## config.mk

```make
export PLATFORM = sky130hd
export DESIGN_NAME = pc_gen
export DESIGN_NICKNAME = d
export VERILOG_FILES = /design/src/rtl/core_pkg.sv /design/src/rtl/pc_gen_buf.sv /design/src/rtl/pc_gen.sv
export SDC_FILE = /design/constraint.sdc
export NUM_CORES = 1
export LEC_CHECK = 0
export BUFFER_PORTS_ARGS = -buffer_cell sky130_fd_sc_hd__clkbuf_2
export CORE_AREA = 3 3 133 135
export CTS_BUF_LIST = sky130_fd_sc_hd__clkbuf_16
export CTS_CLUSTER_DIAMETER = 40
export DETAILED_ROUTE_END_ITERATION = 8
export DIE_AREA = 0 0 136 138
export GPL_TIMING_DRIVEN = 0
export PLACE_DENSITY = 0.66
export SYNTH_ARGS = -nofsm -noshare
export SYNTH_HDL_FRONTEND = slang
export SYNTH_SLANG_ARGS = --single-unit
```

## constraint.sdc

```tcl
create_clock -name clk_i -period 2.04 [get_ports clk_i]
set_input_delay 0.51 -clock clk_i [delete_from_list [all_inputs] [get_ports clk_i]]
set_output_delay 0.51 -clock clk_i [all_outputs]
set_load 0.005 [all_outputs]
```

## src/rtl/core_pkg.sv

```systemverilog
// core_pkg: shared types and constants for the fetch front end.
package core_pkg;
   typedef enum logic [1:0] {BOOT, REQ, WAIT} pc_gen_state_e;
   localparam logic [31:0] BOOT_ADDR_DEFAULT = 32'h0000_0000;
endpackage

```

## src/rtl/pc_gen_buf.sv

```systemverilog
// pc_gen_buf: single-entry instruction buffer between fetch and decode.
module pc_gen_buf (
   input  logic        clk_i,
   input  logic        rst_ni,
   input  logic        flush_i,
   input  logic        load_i,
   input  logic [31:0] instr_i,
   input  logic [31:0] pc_i,
   input  logic        ready_i,
   output logic        valid_o,
   output logic [31:0] instr_o,
   output logic [31:0] pc_o
);
   logic        valid_q, valid_d;
   logic [31:0] instr_q, instr_d, pc_q, pc_d;
   always_comb begin
      valid_d = flush_i ? 1'b0 : load_i ? 1'b1 : (ready_i ? 1'b0 : valid_q);
      instr_d = load_i ? instr_i : instr_q;
      pc_d    = load_i ? pc_i : pc_q;
   end
   always_ff @(posedge clk_i or negedge rst_ni) begin
      if (!rst_ni) begin
         valid_q <= 1'b0;
         instr_q <= '0;
         pc_q    <= '0;
      end else begin
         valid_q <= valid_d;
         instr_q <= instr_d;
         pc_q    <= pc_d;
      end
   end
   assign valid_o = valid_q;
   assign instr_o = instr_q;
   assign pc_o    = pc_q;
endmodule

```

## src/rtl/pc_gen.sv

```systemverilog
// pc_gen: PC generation and single-outstanding instruction fetch with redirect.
// Define PC_GEN_MISALIGN_CHECK_EN to reject misaligned targets via misalign_o.
module pc_gen import core_pkg::*; #(
   parameter logic [31:0] BOOT_ADDR = BOOT_ADDR_DEFAULT
) (
   input  logic        clk_i,
   input  logic        rst_ni,
   input  logic        stall_i,
   input  logic        branch_valid_i,
   input  logic        branch_taken_i,
   input  logic [31:0] branch_target_i,
   input  logic        jump_valid_i,
   input  logic [31:0] jump_target_i,
   output logic        fetch_req_o,
   output logic [31:0] fetch_addr_o,
   input  logic        fetch_gnt_i,
   input  logic        fetch_rvalid_i,
   input  logic [31:0] fetch_rdata_i,
   output logic        instr_valid_o,
   output logic [31:0] instr_o,
   output logic [31:0] instr_pc_o,
   input  logic        instr_ready_i,
   output logic        flush_o
`ifdef PC_GEN_MISALIGN_CHECK_EN
   ,output logic       misalign_o
`endif
);
   pc_gen_state_e state_q, state_d;
   logic [31:0]   pc_q, pc_d, req_pc_q, req_pc_d, tgt_raw, target;
   logic          stale_q, stale_d, br_take, redirect, load;
   assign br_take = branch_valid_i & branch_taken_i;
   assign tgt_raw = br_take ? branch_target_i : jump_target_i;
`ifdef PC_GEN_MISALIGN_CHECK_EN
   logic mis, misalign_q;
   assign mis      = (br_take | jump_valid_i) & (|tgt_raw[1:0]);
   assign target   = tgt_raw;
   assign redirect = (br_take | jump_valid_i) & !mis;
   always_ff @(posedge clk_i or negedge rst_ni) begin
      if (!rst_ni) misalign_q <= 1'b0;
      else misalign_q <= mis;
   end
   assign misalign_o = misalign_q;
`else
   assign target   = {tgt_raw[31:2], 2'b00};
   assign redirect = br_take | jump_valid_i;
`endif
   always_comb begin
      state_d     = state_q;
      pc_d        = pc_q;
      req_pc_d    = req_pc_q;
      stale_d     = stale_q;
      fetch_req_o = 1'b0;
      load        = 1'b0;
      case (state_q)
         BOOT: state_d = REQ;
         REQ: begin
            fetch_req_o = !stall_i && (!instr_valid_o || instr_ready_i);
            // a grant coinciding with a redirect leaves a response we must drop
            if (fetch_req_o && fetch_gnt_i) begin
               state_d  = WAIT;
               req_pc_d = pc_q;
               stale_d  = redirect;
            end
            if (redirect) pc_d = target;
         end
         WAIT: begin
            if (fetch_rvalid_i) begin
               state_d = REQ;
               stale_d = 1'b0;
               load    = !stale_q && !redirect;
               if (load) pc_d = req_pc_q + 32'd4;
            end else if (redirect) stale_d = 1'b1;
            if (redirect) pc_d = target;
         end
         default: state_d = BOOT;
      endcase
   end
   always_ff @(posedge clk_i or negedge rst_ni) begin
      if (!rst_ni) begin
         state_q  <= BOOT;
         pc_q     <= BOOT_ADDR;
         req_pc_q <= BOOT_ADDR;
         stale_q  <= 1'b0;
      end else begin
         state_q  <= state_d;
         pc_q     <= pc_d;
         req_pc_q <= req_pc_d;
         stale_q  <= stale_d;
      end
   end
   assign fetch_addr_o = pc_q;
   assign flush_o      = redirect;
   pc_gen_buf u_buf (
      .clk_i   (clk_i),
      .rst_ni  (rst_ni),
      .flush_i (redirect),
      .load_i  (load),
      .instr_i (fetch_rdata_i),
      .pc_i    (req_pc_q),
      .ready_i (instr_ready_i),
      .valid_o (instr_valid_o),
      .instr_o (instr_o),
      .pc_o    (instr_pc_o)
   );
endmodule

```

# == After elaboration in Yosys (flattened, before gate mapping) ==
# Index checks and enable logic that the tools add are counted.
# op_classes
n_addsub,1
eq_ne,7
mux,19
bitwise_logic,2
n_reduce_logical,15
# op_table
op,count
$mux 32,5
$pmux 32 s2,1
$add 32x3->32 const B,1
$mux 1,9
$ne 2x2->1 const B,3
$ne 3x3->1 const B,2
$pmux 2 s3,1
$logic_not 1->1,4
$mux 2,2
$reduce_and 2->1,2
$reduce_and 4->1,1
$logic_and 1x1->1,3
$reduce_and 3->1,1
$reduce_bool 3->1,1
$eq 2x1->1 const B,1
$eq 2x2->1 const B,1
$logic_not 2->1,1
$pmux 1 s2,1
$reduce_bool 2->1,1
$and 1x1->1,1
$logic_or 1x1->1,1
$or 1x1->1,1
# totals
regBits,132
inputBits,105
output_inout_bits,99
elab_cells,51

# == Depth between registers and ports, before layout ==
# Gate-level depths: netlist of the first run.
# depth
ltp_word,8
mapped_depth,9
depth_no_buf,6

# == Hierarchy ==
# A second synthesis of the first run with hierarchy kept.
# unflattened
cells_unflattened,598
hier_area_um2,6819.0
# by_module_without_submodules
module,n_inst,cells_per_inst,area_per_inst_um2
pc_gen,1,459,4200.3
pc_gen_buf,1,139,2618.8

# == Least setup slack after synthesis of the first run ==
# Ideal clock, no wire load.
# synth_path
path_type,input port to flip-flop
start,in branch_valid_i
end,reg u_buf.instr_q[10] (netlist: u_buf.instr_o[10])
setup_time_ns,0.125
arrival_ns,1.723
path_slack_ns,0.192
stages,7
cell_sequence,a21oi_4 inv_2 a21oi_4 a2bb2oi_4 nor2_8 buf_6 mux2_4
# synth_between
elab_chain_cells,6
# synth_rtl
item,line,rtl
from (decl),pc_gen.sv:9,"input logic branch_valid_i,"
$and 1x1->1,pc_gen.sv:31,assign br_take = branch_valid_i & branch_taken_i;
$or 1x1->1,pc_gen.sv:45,assign redirect = br_take | jump_valid_i;
$logic_not 1->1,pc_gen.sv:70,load = !stale_q && !redirect;
$logic_and 1x1->1,pc_gen.sv:70,
$mux 1,pc_gen.sv:67,if (fetch_rvalid_i) begin
$mux 1,pc_gen.sv:54,case (state_q)
to (signal assigned),pc_gen_buf.sv:28,instr_q <= instr_d;
to (decl),pc_gen_buf.sv:15,"logic [31:0] instr_q, instr_d, pc_q, pc_d;"
# Every way passes these cells.
# A chain may end at the register's enable or synchronous reset.

# == Worst setup path after layout of the first run ==
# layout_path
start,reg state_q[0]
end,out fetch_req_o
# layout_between
elab_chain_cells,2
# layout_rtl
item,line,rtl
from (decl),pc_gen.sv:28,"pc_gen_state_e state_q, state_d;"
from (signal assigned),pc_gen.sv:85,state_q <= state_d;
$eq 2x1->1,pc_gen.sv:54,
$mux 1,pc_gen.sv:54,
to (decl),pc_gen.sv:14,"output logic fetch_req_o,"
# Every way passes these cells.

==> results of run 1 <==
==> power by group <==
group          switching [W]  total, W  leakage [nW]  internal (W)
combinational        0.00140   0.00317          2.33       0.00177
clock                0.00114   0.00342         0.326       0.00228
sequential          0.000955   0.00457          1.68       0.00362
total                0.00350    0.0112          4.33       0.00767
==> area by class of cell <==
cell class	count	area share (%)
Sequential cell	132	37.8
Buffer	34	2.34
Clock inverter	15	2.67
Inverter	4	0.186
Tap cell	220	3.14
Timing Repair Buffer	210	12.9
Multi-Input combinational cell	392	36.1
Clock buffer	17	4.86
==> metal layers <==
layer / track usage (%) / wire length (µm)
met1: 26.7 / 8420
met2: 31.2 / 8740
met3: 4.32 / 1050
met4: 7.64 / 435
met5: 0 / 0
==> cells in the final DEF, fill, tap and decap left out, drive strengths merged, types with 2 or more instances in the layout <==
cell | synthesis | routed
clkbuf | 11 | 227
dfrtp | 132 | 132
mux2 | 97 | 97
nand2 | 37 | 37
buf | 23 | 34
a21oi | 32 | 32
o21ai | 29 | 29
nand3 | 23 | 23
xor2 | 21 | 21
o22ai | 18 | 18
nand2b | 17 | 17
nor2 | 17 | 17
mux2i | 15 | 15
and3 | 11 | 11
nand4 | 11 | 11
clkinv | 1 | 8
or2 | 7 | 7
nor3 | 7 | 7
nor2b | 6 | 6
bufinv | 0 | 6
xnor2 | 5 | 5
o221ai | 5 | 5
inv | 3 | 5
a31oi | 4 | 4
a211oi | 4 | 4
a22o | 3 | 3
and4 | 3 | 3
a221o | 3 | 3
nor4 | 2 | 2
and2 | 2 | 2
a211o | 2 | 2
a2111oi | 2 | 2
==> worst max-delay path, stage by stage (launching register included) <==
cell,delay (ns)
dfrtp_1,0.39
buf_6,0.14
nand2b_1,0.05
buf_4,0.18
nor3b_2,0.15
buf_2,0.13
==> worst max path at each step <==
stage | from | to | slack (ns) | cells past startpoint
floorplan | branch_valid_i | u_buf.instr_o[10] | 0.19 | 7
global placement | rst_ni | u_buf.instr_o[12] | -1.74 | 1
detailed placement | jump_valid_i | fetch_addr_o[4] | -0.35 | 7
CTS | state_q[0] | fetch_req_o | 0.02 | 5
global route | state_q[0] | fetch_req_o | 0.0003 | 5
finish | state_q[0] | fetch_req_o | 0.08 | 5
==> registers in the layout, summed over array words and instances, names as in the netlist <==
register,cells
state_q,2
u_buf.valid_o,1
stale_q,1
req_pc_q,32
u_buf.pc_o,32
fetch_addr_o,32
u_buf.instr_o,32
==> cell families (layout without fill, tap and decap cells) <==
logic type | Yosys count | in the layout
AND/OR/NAND/NOR | 145 | 145
flip-flops | 132 | 132
multiplexers | 112 | 112
AO/OA/AOI/OAI | 108 | 108
buffers and inverters | 38 | 280
XOR/XNOR | 26 | 26
adder cells (fa/ha/maj) | 1 | 1
==> what timing repair did <==
item | 4_1_cts | 5_1_grt
gates resized for setup | 8 | 10
pin swaps | 2 | 0
endpoints found under the setup margin | 71 | 48
buffers inserted | 2 | 8
endpoints found under the hold margin | 0 | 0
==> stage by stage <==
stage	std cells	hold slack [ns]	setup slack (ns)	cell area, µm²	util, %
final	1024	0.0643	0.0764	8750	52.8
after global routing	1024	0.0896	0.000263	8750	52.8
after CTS	1016	0.0826	0.0186	8680	52.4
after detailed placement	982	0.483	-0.354	7950	47.9
after global placement	981	0.475	-1.74	7910	47.7
after floorplan	562	0.214	0.192	6640	-
==> metrics.md, run 1 <==
| Metric | Value |
|---|---|
| Ys Warns | `0` |
| R2r startpoint | `req_pc_q[14]` |
| Share of cells above drive strength 1 | `48.6%` |
| Adder-cell share of the synthesized area | `0.188%` |
| Final-report setup violation count | `0` |
| LEAKAGE | `4.33 nW` |
| Reg2reg path depth | `6` |
| Crit path DAT | `~1.5 ns` |
| Register area | `about 3300 µm²` |
| Diodes inserted | `0` |
| Die height | `138 µm` |
| Post-synth cell types | `57` |
| Area contributors post-synth | `dfrtp_1 50%, mux2_2 12%, mux2_4 6.1%` |
| Syn_area_per_cell | `about 12 µm²` |
| Async SR Flop Fraction | `between 90% and 100%` |
| Grt total ovfl | `0` |
| Number of I/O port buffers | `roughly 200` |
| Post-synth top cells | `132 x dfrtp_1, 68 x mux2_2, 36 x nand2_1` |
| Total GRT Usage | `between 10% and 20%` |
| WS Path Type | `register to output port` |
| Total routed wirelength | `between 15,000 and 20,000 µm` |
| Reg2reg end | `fetch_addr_o[28]` |
| Area share of and/or/nand/nor cells after synthesis | `12.4%` |
| Initial antenna violation count | `0` |
| Area fraction of the dominant cell type after synthesis | `between 40% and 50%` |
| Post-synthesis register bit count | `132` |
| Initial cell density of the core | `40.1%` |
| Core area | `between 15,000 and 20,000 µm²` |
| Worst-Skew Late Latency | `~0.42 ns` |
| # rows | `47` |
| Hold buffers post-CTS | `0` |
| Synth Area in XOR/XNOR | `roughly 3.4%` |
| DR vias | `between 5,000 and 6,000` |
| Period minus WS final | `approximately 2.0 ns` |
| Top cell type by total area after synthesis | `dfrtp_1` |
| Hold Crit Class | `primary input to asynchronous set/reset pin` |
| Detailed-placement wirelength estimate | `13,500 µm` |
| Vias per cell | `approximately 5.2` |
| Clock tree buffer depth | `2` |
| Largest net degree at the start of global routing | `71` |
| Critical path launch point type | `register` |
| H-tree depth | `4` |
| Die Span X | `roughly 140 µm` |
| Total power | `0.0112 W` |
| DR WL/cell | `between 15 and 20 µm` |
| RSZ-0062 raised after global routing | `no` |
| Final hold vios | `0` |
| CTS tree | `done` |
| Max-cap violations | `0` |
| Nets@finish | `897` |
| TritonCTS buffer count | `17` |
| Vias in the first global route | `5,263` |
| First-pass GRT wire length | `29,200 µm` |
| CTS root buf | `clkbuf_16` |
| EDFF count, synth | `0` |
| Status | `finished, final reports clean` |
| Worst Max-Slew Pin Slew | `0.564 ns` |
| Netlist Area Pre-Place | `~6600 µm²` |
| Critical path data required time | `1.53 ns` |
| Proportion of synthesized area in mux cells | `~20%` |
| Synth Area in Compound Gates | `10.9%` |
| Max Clock Freq | `509 MHz` |
| Layout fillers | `approximately 1,500` |
| Critical path peak fanout | `8` |
| Die footprint | `around 19,000 µm²` |
| Synth-to-layout area growth | `31.8%` |
| Multi-input logic area | `between 3000 and 4000 µm²` |
| Rel. slew slack | `62.4%` |
| Most frequent cell after synthesis | `dfrtp_1` |
| TritonRoute pass-1 iters | `5` |
| Starting DRT DRC Count | `336` |
| Peak supply drop | `630 µV` |
| Post-synthesis sequential area ratio | `49.7%` |
| Largest family of logic cells by synthesized area | `multiplexers` |
| Fin Setup TNS | `0 ns` |
| Global placement routability congestion | `between 0.8 and 0.9` |
| Clock skew | `between 0.01 and 0.015 ns` |
| Worst reg2reg setup slack | `around 0.12 ns` |
| Post-Synthesis Net Count | `between 600 and 700` |
| I/O pin total | `a little over 200` |
| DRC Markers | `0` |
| Sink Count | `approximately 130` |
| Crit. End Element | `output port` |
| ANT nets after route | `0` |
| Main synth FF type | `dfrtp_1` |
| Clock-pin slew on the worst setup and hold paths | `approximately 0.06 ns` |
| PwrDens | `~1300 nW/µm²` |
| Final period util | `96.3%` |
| Gate Count Post-Synth | `about 560` |
| Slew Viols, Final | `0` |
(Power assumes the default switching activity.)
==> run 2, diff against run 1 <==
--- a/config.mk
+++ b/config.mk
@@ -6,11 +6,11 @@
 export NUM_CORES = 1
 export LEC_CHECK = 0
 export BUFFER_PORTS_ARGS = -buffer_cell sky130_fd_sc_hd__clkbuf_2
-export CORE_AREA = 3 3 133 135
+export CORE_AREA = 10 10 140 142
 export CTS_BUF_LIST = sky130_fd_sc_hd__clkbuf_16
 export CTS_CLUSTER_DIAMETER = 40
 export DETAILED_ROUTE_END_ITERATION = 8
-export DIE_AREA = 0 0 136 138
+export DIE_AREA = 0 0 150 152
 export GPL_TIMING_DRIVEN = 0
 export PLACE_DENSITY = 0.66
 export SYNTH_ARGS = -nofsm -noshare
==> metrics.md, run 2 (same netlist as run 1, synthesis figures left out) <==
| Metric | Value |
|---|---|
| Status | `finished, final reports clean` |
| Combinational Power Share | `30.3% (+1.9 points)` |
| Max Clock Freq | `514 MHz (+0.91%)` |
| Max-cap violations | `0 (unchanged)` |
| Clock skew | `0.0136 ns (+0.00335 ns)` |
| Worst Slack Setup Final | `0.0941 ns (+0.0177 ns)` |
| Critical path launch point type | `register` |
| Critical path peak fanout | `8 (unchanged)` |
| Nets@finish | `896 (-0.11%)` |
| DRC Markers | `0 (unchanged)` |
| Setup crit start | `state_q[1]` |
| Fin Setup TNS | `0 ns (unchanged)` |
| Peak supply drop | `607 µV (-3.7%)` |
| Share of cells above drive strength 1 | `48.6% (-0.064 points)` |
| Synth-to-layout area growth | `29.5%` |
| Final-report setup violation count | `0 (unchanged)` |
| CP max stage delay | `0.42 ns (+0.03 ns)` |
| Area after DPL | `7960 µm² (about the same)` |
| Worst-Skew Late Latency | `0.42 ns (about the same)` |
| Die footprint | `22,800 µm² (+21%)` |
| LEAKAGE | `4.24 nW (-2.0%)` |
| Clock tree buffer depth | `2 (unchanged)` |
| Period minus WS final | `1.95 ns (-0.0177 ns)` |
| Crit path DAT | `1.44 ns (about the same)` |
| Grt total ovfl | `0 (unchanged)` |
| CTS root buf | `clkbuf_16` |
| Vias per cell | `5.16 (-0.80%)` |
| Total routed wirelength | `19,900 µm (+6.9%)` |
| Worst reg2reg setup slack | `0.10 ns (-0.02 ns)` |
| Critical-path cell list | `nand2b_1 > buf_6 > nor3b_2 > clkbuf_2` |
| Reg2reg end | `u_buf.pc_o[26]` |
| DR WL/cell | `19.4 µm (+6.5%)` |
| Final period util | `95.4% (-0.87 points)` |
| Reg2reg path depth | `6 (unchanged)` |
| Initial cell density of the core | `39.2% (-0.83 points)` |
| H-tree depth | `4 (unchanged)` |
| CP Capture Point | `fetch_req_o` |
| Seq pwr share | `43.7% (+2.7 points)` |
| Layout fillers | `1,565 (+3.8%)` |
| Worst Max-Slew Pin Slew | `0.546 ns (-0.0176 ns)` |
| Detailed-placement wirelength estimate | `15,000 µm (+11%)` |
| Diodes inserted | `0 (unchanged)` |
| Final core utilization | `50.8% (-2.0 points)` |
| CTS tree | `done` |
| ANT nets after route | `0 (unchanged)` |
| Hold Crit Class | `primary input to asynchronous set/reset pin` |
| First-pass GRT wire length | `30,700 µm (+5.0%)` |
| Core area | `16,900 µm² (+2.1%)` |
| I/O pin total | `204 (unchanged)` |
| Most frequent cells in the layout | `200 x clkbuf_2, 131 x dfrtp_1, 68 x mux2_2` |
| Initial antenna violation count | `0 (unchanged)` |
| Critical path data required time | `1.53 ns (about the same)` |
| Largest net degree at the start of global routing | `68 (-4.2%)` |
| Starting DRT DRC Count | `337 (+0.30%)` |
| CP max stage cell | `dfrtp_1` |
| R2r startpoint | `state_q[0]` |
| TritonCTS buffer count | `17 (unchanged)` |
| Clock power frac | `26.1% (-4.6 points)` |
| Vias in the first global route | `5,340 (+1.5%)` |
| Slew Viols, Final | `0 (unchanged)` |
| Die Span X | `150 µm (+10%)` |
| Sink Count | `132 (unchanged)` |
| Global placement routability congestion | `0.849 (+2.4%)` |
| Die height | `152 µm (+10%)` |
| WS Path Type | `register to output port` |
| Sw power | `0.00358 W (+2.4%)` |
| PwrDens | `1220 nW/µm² (-4.2%)` |
| Clock-pin slew on the worst setup and hold paths | `0.06 ns (about the same)` |
| Number of I/O port buffers | `199 (unchanged)` |
| Commonest non-fill, non-tap cell in the layout | `clkbuf_2` |
| DP Worst Slack | `-0.368 ns (-0.0140 ns)` |
| Multi-input logic area | `3160 µm² (about the same)` |
| Post-route cell area | `8600 µm² (-1.7%)` |
| Register area | `3300 µm² (about the same)` |
| Pint | `0.00693 W (-9.6%)` |
| # rows | `48 (+2.1%)` |
| DR vias | `5,303 (-0.41%)` |
| Rel. slew slack | `63.6% (+1.2 points)` |
| TritonRoute pass-1 iters | `5 (unchanged)` |
| Crit. End Element | `output port` |
| Final hold vios | `0 (unchanged)` |
| Total GRT Usage | `17.1% (-2.7 points)` |
| Switching Fraction | `34.1% (+2.7 points)` |
## run 2: cell count changes in the layout (fill, tap and decap cells not counted), moves of 2 or more
cell	previous run	this run
bufinv_16	6	0
clkinvlp_4	0	5
buf_12	2	0
clkinv_4	1	3
## run 2: worst min path at each step
stage / cells past startpoint / end / startpoint
floorplan: 0 / fetch_addr_o[0] / rst_ni
global placement: 1 / u_buf.pc_o[26] / u_buf.pc_o[26]
detailed placement: 1 / u_buf.pc_o[26] / u_buf.pc_o[26]
CTS: 1 / u_buf.instr_o[27] / rst_ni
global route: 1 / u_buf.instr_o[27] / rst_ni
finish: 1 / u_buf.instr_o[27] / rst_ni
## run 2: layout make-up
class                      count  area share [%]
timing repair buffer         209            12.8
clock inverter                15            1.27
inverter                       4           0.189
tap                          225            3.27
clock buffer                  17            4.94
buffer                        34            2.43
multi-input combinational    392            36.7
sequential                   132            38.4
## run 2: power groups by stage
stage	combinational, W	clock (W)	sequential (W)
final	0.00318	0.00274	0.00459
after floorplan	0.00178	0	0.00444
after global routing	0.00351	0.00294	0.00475
after global placement	0.00313	0	0.00456
after CTS	0.00321	0.00281	0.00458
after detailed placement	0.00317	0	0.00462
## run 2: critical path: cells and delay by family, from the launching register on
family,cells,cell delay (ns)
flip-flops,1,0.42
AND/OR/NAND/NOR,2,0.32
buffers and inverters,2,0.28
## run 2: layer usage
layer | global-route usage (%) | part of all wire, % | wire, µm
met1 | 22.5 | 45 | 8920
met2 | 26.4 | 46 | 9180
met3 | 5.14 | 8.0 | 1590
met4 | 5.56 | 1.3 | 250
met5 | 0 | 0 | 0
## run 2: timing repair
| action | in CTS | in global routing |
|---|---|---|
| gates resized for setup | 8 | 9 |
| pin swaps | 2 | 1 |
| setup endpoints to repair | 76 | 57 |
| hold endpoints to repair | 0 | 0 |
| hold buffers | 0 | 0 |
| setup buffers | 4 | 5 |
## run 2: through the flow
stage	hold WS, ns	total power (W)	std cells
floorplan	0.214	0.00622	562
global placement	0.476	0.00769	986
detailed placement	0.488	0.00779	987
CTS	0.0893	0.0106	1023
global route	0.120	0.0112	1028
finish	0.0755	0.0105	1028
==> run 3, diff against run 2 <==
--- a/config.mk
+++ b/config.mk
@@ -12,7 +12,7 @@
 export DETAILED_ROUTE_END_ITERATION = 8
 export DIE_AREA = 0 0 150 152
 export GPL_TIMING_DRIVEN = 0
-export PLACE_DENSITY = 0.66
+export MAX_ROUTING_LAYER = met4
 export SYNTH_ARGS = -nofsm -noshare
 export SYNTH_HDL_FRONTEND = slang
 export SYNTH_SLANG_ARGS = --single-unit
==> metrics.md, run 3 (same netlist as run 1, synthesis figures left out) <==
| Metric | Value |
|---|---|
| Critical-path cell list | `buf_6 > nand2b_1 > buf_6 > nor3b_2 > buf_2` |
| WS Path Type | `register to output port` |
| Slew Viols, Final | `0 (unchanged)` |
| DR vias | `5,440 (+2.6%)` |
| RSZ-0062 raised after global routing | `yes` |
| I/O pin total | `204 (unchanged)` |
| Final period util | `97.1% (+1.8 points)` |
| Commonest non-fill, non-tap cell in the layout | `clkbuf_2` |
| Total GRT Usage | `18.5% (+1.4 points)` |
| Crit-path most repeated cell | `buf_6` |
| Diodes inserted | `0 (unchanged)` |
| Sink Count | `132 (unchanged)` |
| Grt total ovfl | `0 (unchanged)` |
| Nets@finish | `897 (+0.11%)` |
| Clock-pin slew on the worst setup and hold paths | `0.06 ns (about the same)` |
| CP max stage delay | `0.42 ns (about the same)` |
| Worst Slack Setup Final | `0.0583 ns (-0.0358 ns)` |
| Worst Max-Slew Pin Slew | `0.588 ns (+0.0417 ns)` |
| DR WL/cell | `20.3 µm (+4.7%)` |
| Critical path data required time | `1.53 ns (about the same)` |
| TritonCTS buffer count | `17 (unchanged)` |
| # rows | `48 (unchanged)` |
| CTS root buf | `clkbuf_16` |
| Final core utilization | `51.5% (+0.72 points)` |
| Worst reg2reg setup slack | `0.10 ns (about the same)` |
| Vias per cell | `5.29 (+2.5%)` |
| CP max stage cell | `dfrtp_1` |
| Initial cell density of the core | `39.2% (unchanged)` |
| Number of I/O port buffers | `199 (unchanged)` |
| First-pass GRT wire length | `32,500 µm (+5.9%)` |
| Hold Worst Slack | `0.0260 ns (-0.0495 ns)` |
| Synth-to-layout area growth | `31.4%` |
| Rel. slew slack | `60.8% (-2.8 points)` |
| Clock tree buffer depth | `2 (unchanged)` |
| Global placement routability congestion | `0.918 (+8.1%)` |
| Crit. End Element | `output port` |
| Critical path launch point type | `register` |
| Vias in the first global route | `5,766 (+8.0%)` |
| CTS tree | `done` |
| Detailed-placement wirelength estimate | `15,600 µm (+4.0%)` |
| Share of cells above drive strength 1 | `48.8% (+0.19 points)` |
| TritonRoute pass-1 iters | `5 (unchanged)` |
| LEAKAGE | `4.30 nW (+1.3%)` |
| Max Clock Freq | `505 MHz (-1.8%)` |
| PwrDens | `1280 nW/µm² (+4.5%)` |
| DRC Markers | `0 (unchanged)` |
| WP buf/inv | `3 (+1)` |
| Status | `finished, final reports clean` |
| Most frequent cells in the layout | `200 x clkbuf_2, 130 x dfrtp_1, 68 x mux2_2` |
| Peak supply drop | `600 µV (-1.0%)` |
| Die height | `152 µm (unchanged)` |
| Largest net degree at the start of global routing | `89 (+31%)` |
| Clock skew | `0.00973 ns (-0.00391 ns)` |
| ANT nets after route | `0 (unchanged)` |
| CP top delay family | `flip-flops` |
| Critical path peak fanout | `8 (unchanged)` |
| Die Span X | `150 µm (unchanged)` |
| Final hold vios | `0 (unchanged)` |
| Max-cap violations | `0 (unchanged)` |
| Total power | `0.0111 W (+6.0%)` |
| Total routed wirelength | `20,900 µm (+4.8%)` |
| H-tree depth | `4 (unchanged)` |
| Starting DRT DRC Count | `373 (+11%)` |
| Worst-Skew Late Latency | `0.41 ns (about the same)` |
| Hold Crit Class | `primary input to asynchronous set/reset pin` |
| DP Worst Slack | `-0.321 ns (+0.0473 ns)` |
| Die footprint | `22,800 µm² (unchanged)` |
| Final-report setup violation count | `0 (unchanged)` |
| Initial antenna violation count | `0 (unchanged)` |
| Period minus WS final | `1.98 ns (+0.0358 ns)` |
| Core area | `16,900 µm² (unchanged)` |
| Crit path DAT | `1.47 ns (+0.03 ns)` |
run 3: repair_timing:
action,in CTS,in global routing
buffers inserted,5,5
pin swaps,2,3
resized for setup,3,22
setup endpoints to repair,74,84
hold buffers,0,0
run 3: worst paths after layout:
path	startpoint	endpoint	depth (start not counted)
min in group clk_i	fetch_rdata_i[18]	u_buf.instr_o[18]	2
max in group asynchronous	rst_ni	req_pc_q[2]	2
max reg2reg	state_q[0]	u_buf.instr_o[7]	6
min	rst_ni	u_buf.instr_o[25]	1
min reg2reg	u_buf.pc_o[26]	u_buf.pc_o[26]	1
max	state_q[0]	fetch_req_o	5
run 3: layout make-up:
cell class	instances	area, µm²
plain buffers	34	213
clock buffers	17	425
clock inverters	15	210
fillers	1549	8210
inverters	4	18.8
multi-input cells	392	3170
flip-flops and latches	132	3310
well taps	225	282
repair buffers	210	1110
run 3: metrics by stage:
| step | std cells | area (µm²) | TNS (ns) |
|---|---|---|---|
| after CTS | 1024 | 8640 | -0.874 |
| after detailed placement | 987 | 7960 | -24.35 |
| final | 1029 | 8730 | 0 |
| after floorplan | 562 | 6640 | 0 |
| after global routing | 1029 | 8730 | -0.219 |
| after global placement | 986 | 7920 | -237.40 |
run 3: power breakdown:
| part | total [W] | internal [W] | switching [W] |
|---|---|---|---|
| Sequential | 0.00463 | 0.00362 | 0.00101 |
| Combinational | 0.00321 | 0.00177 | 0.00144 |
| Clock | 0.00330 | 0.00215 | 0.00115 |
| Total | 0.0111 | 0.00755 | 0.00360 |
run 3: metal layers:
metal	up-vias	part of all wire (%)	GRT usage, %
li1	2509	-	-
met1	2647	44	23.1
met2	248	46	28.4
met3	36	7.7	5.23
met4	0	2.1	5.88
met5	-	0	-
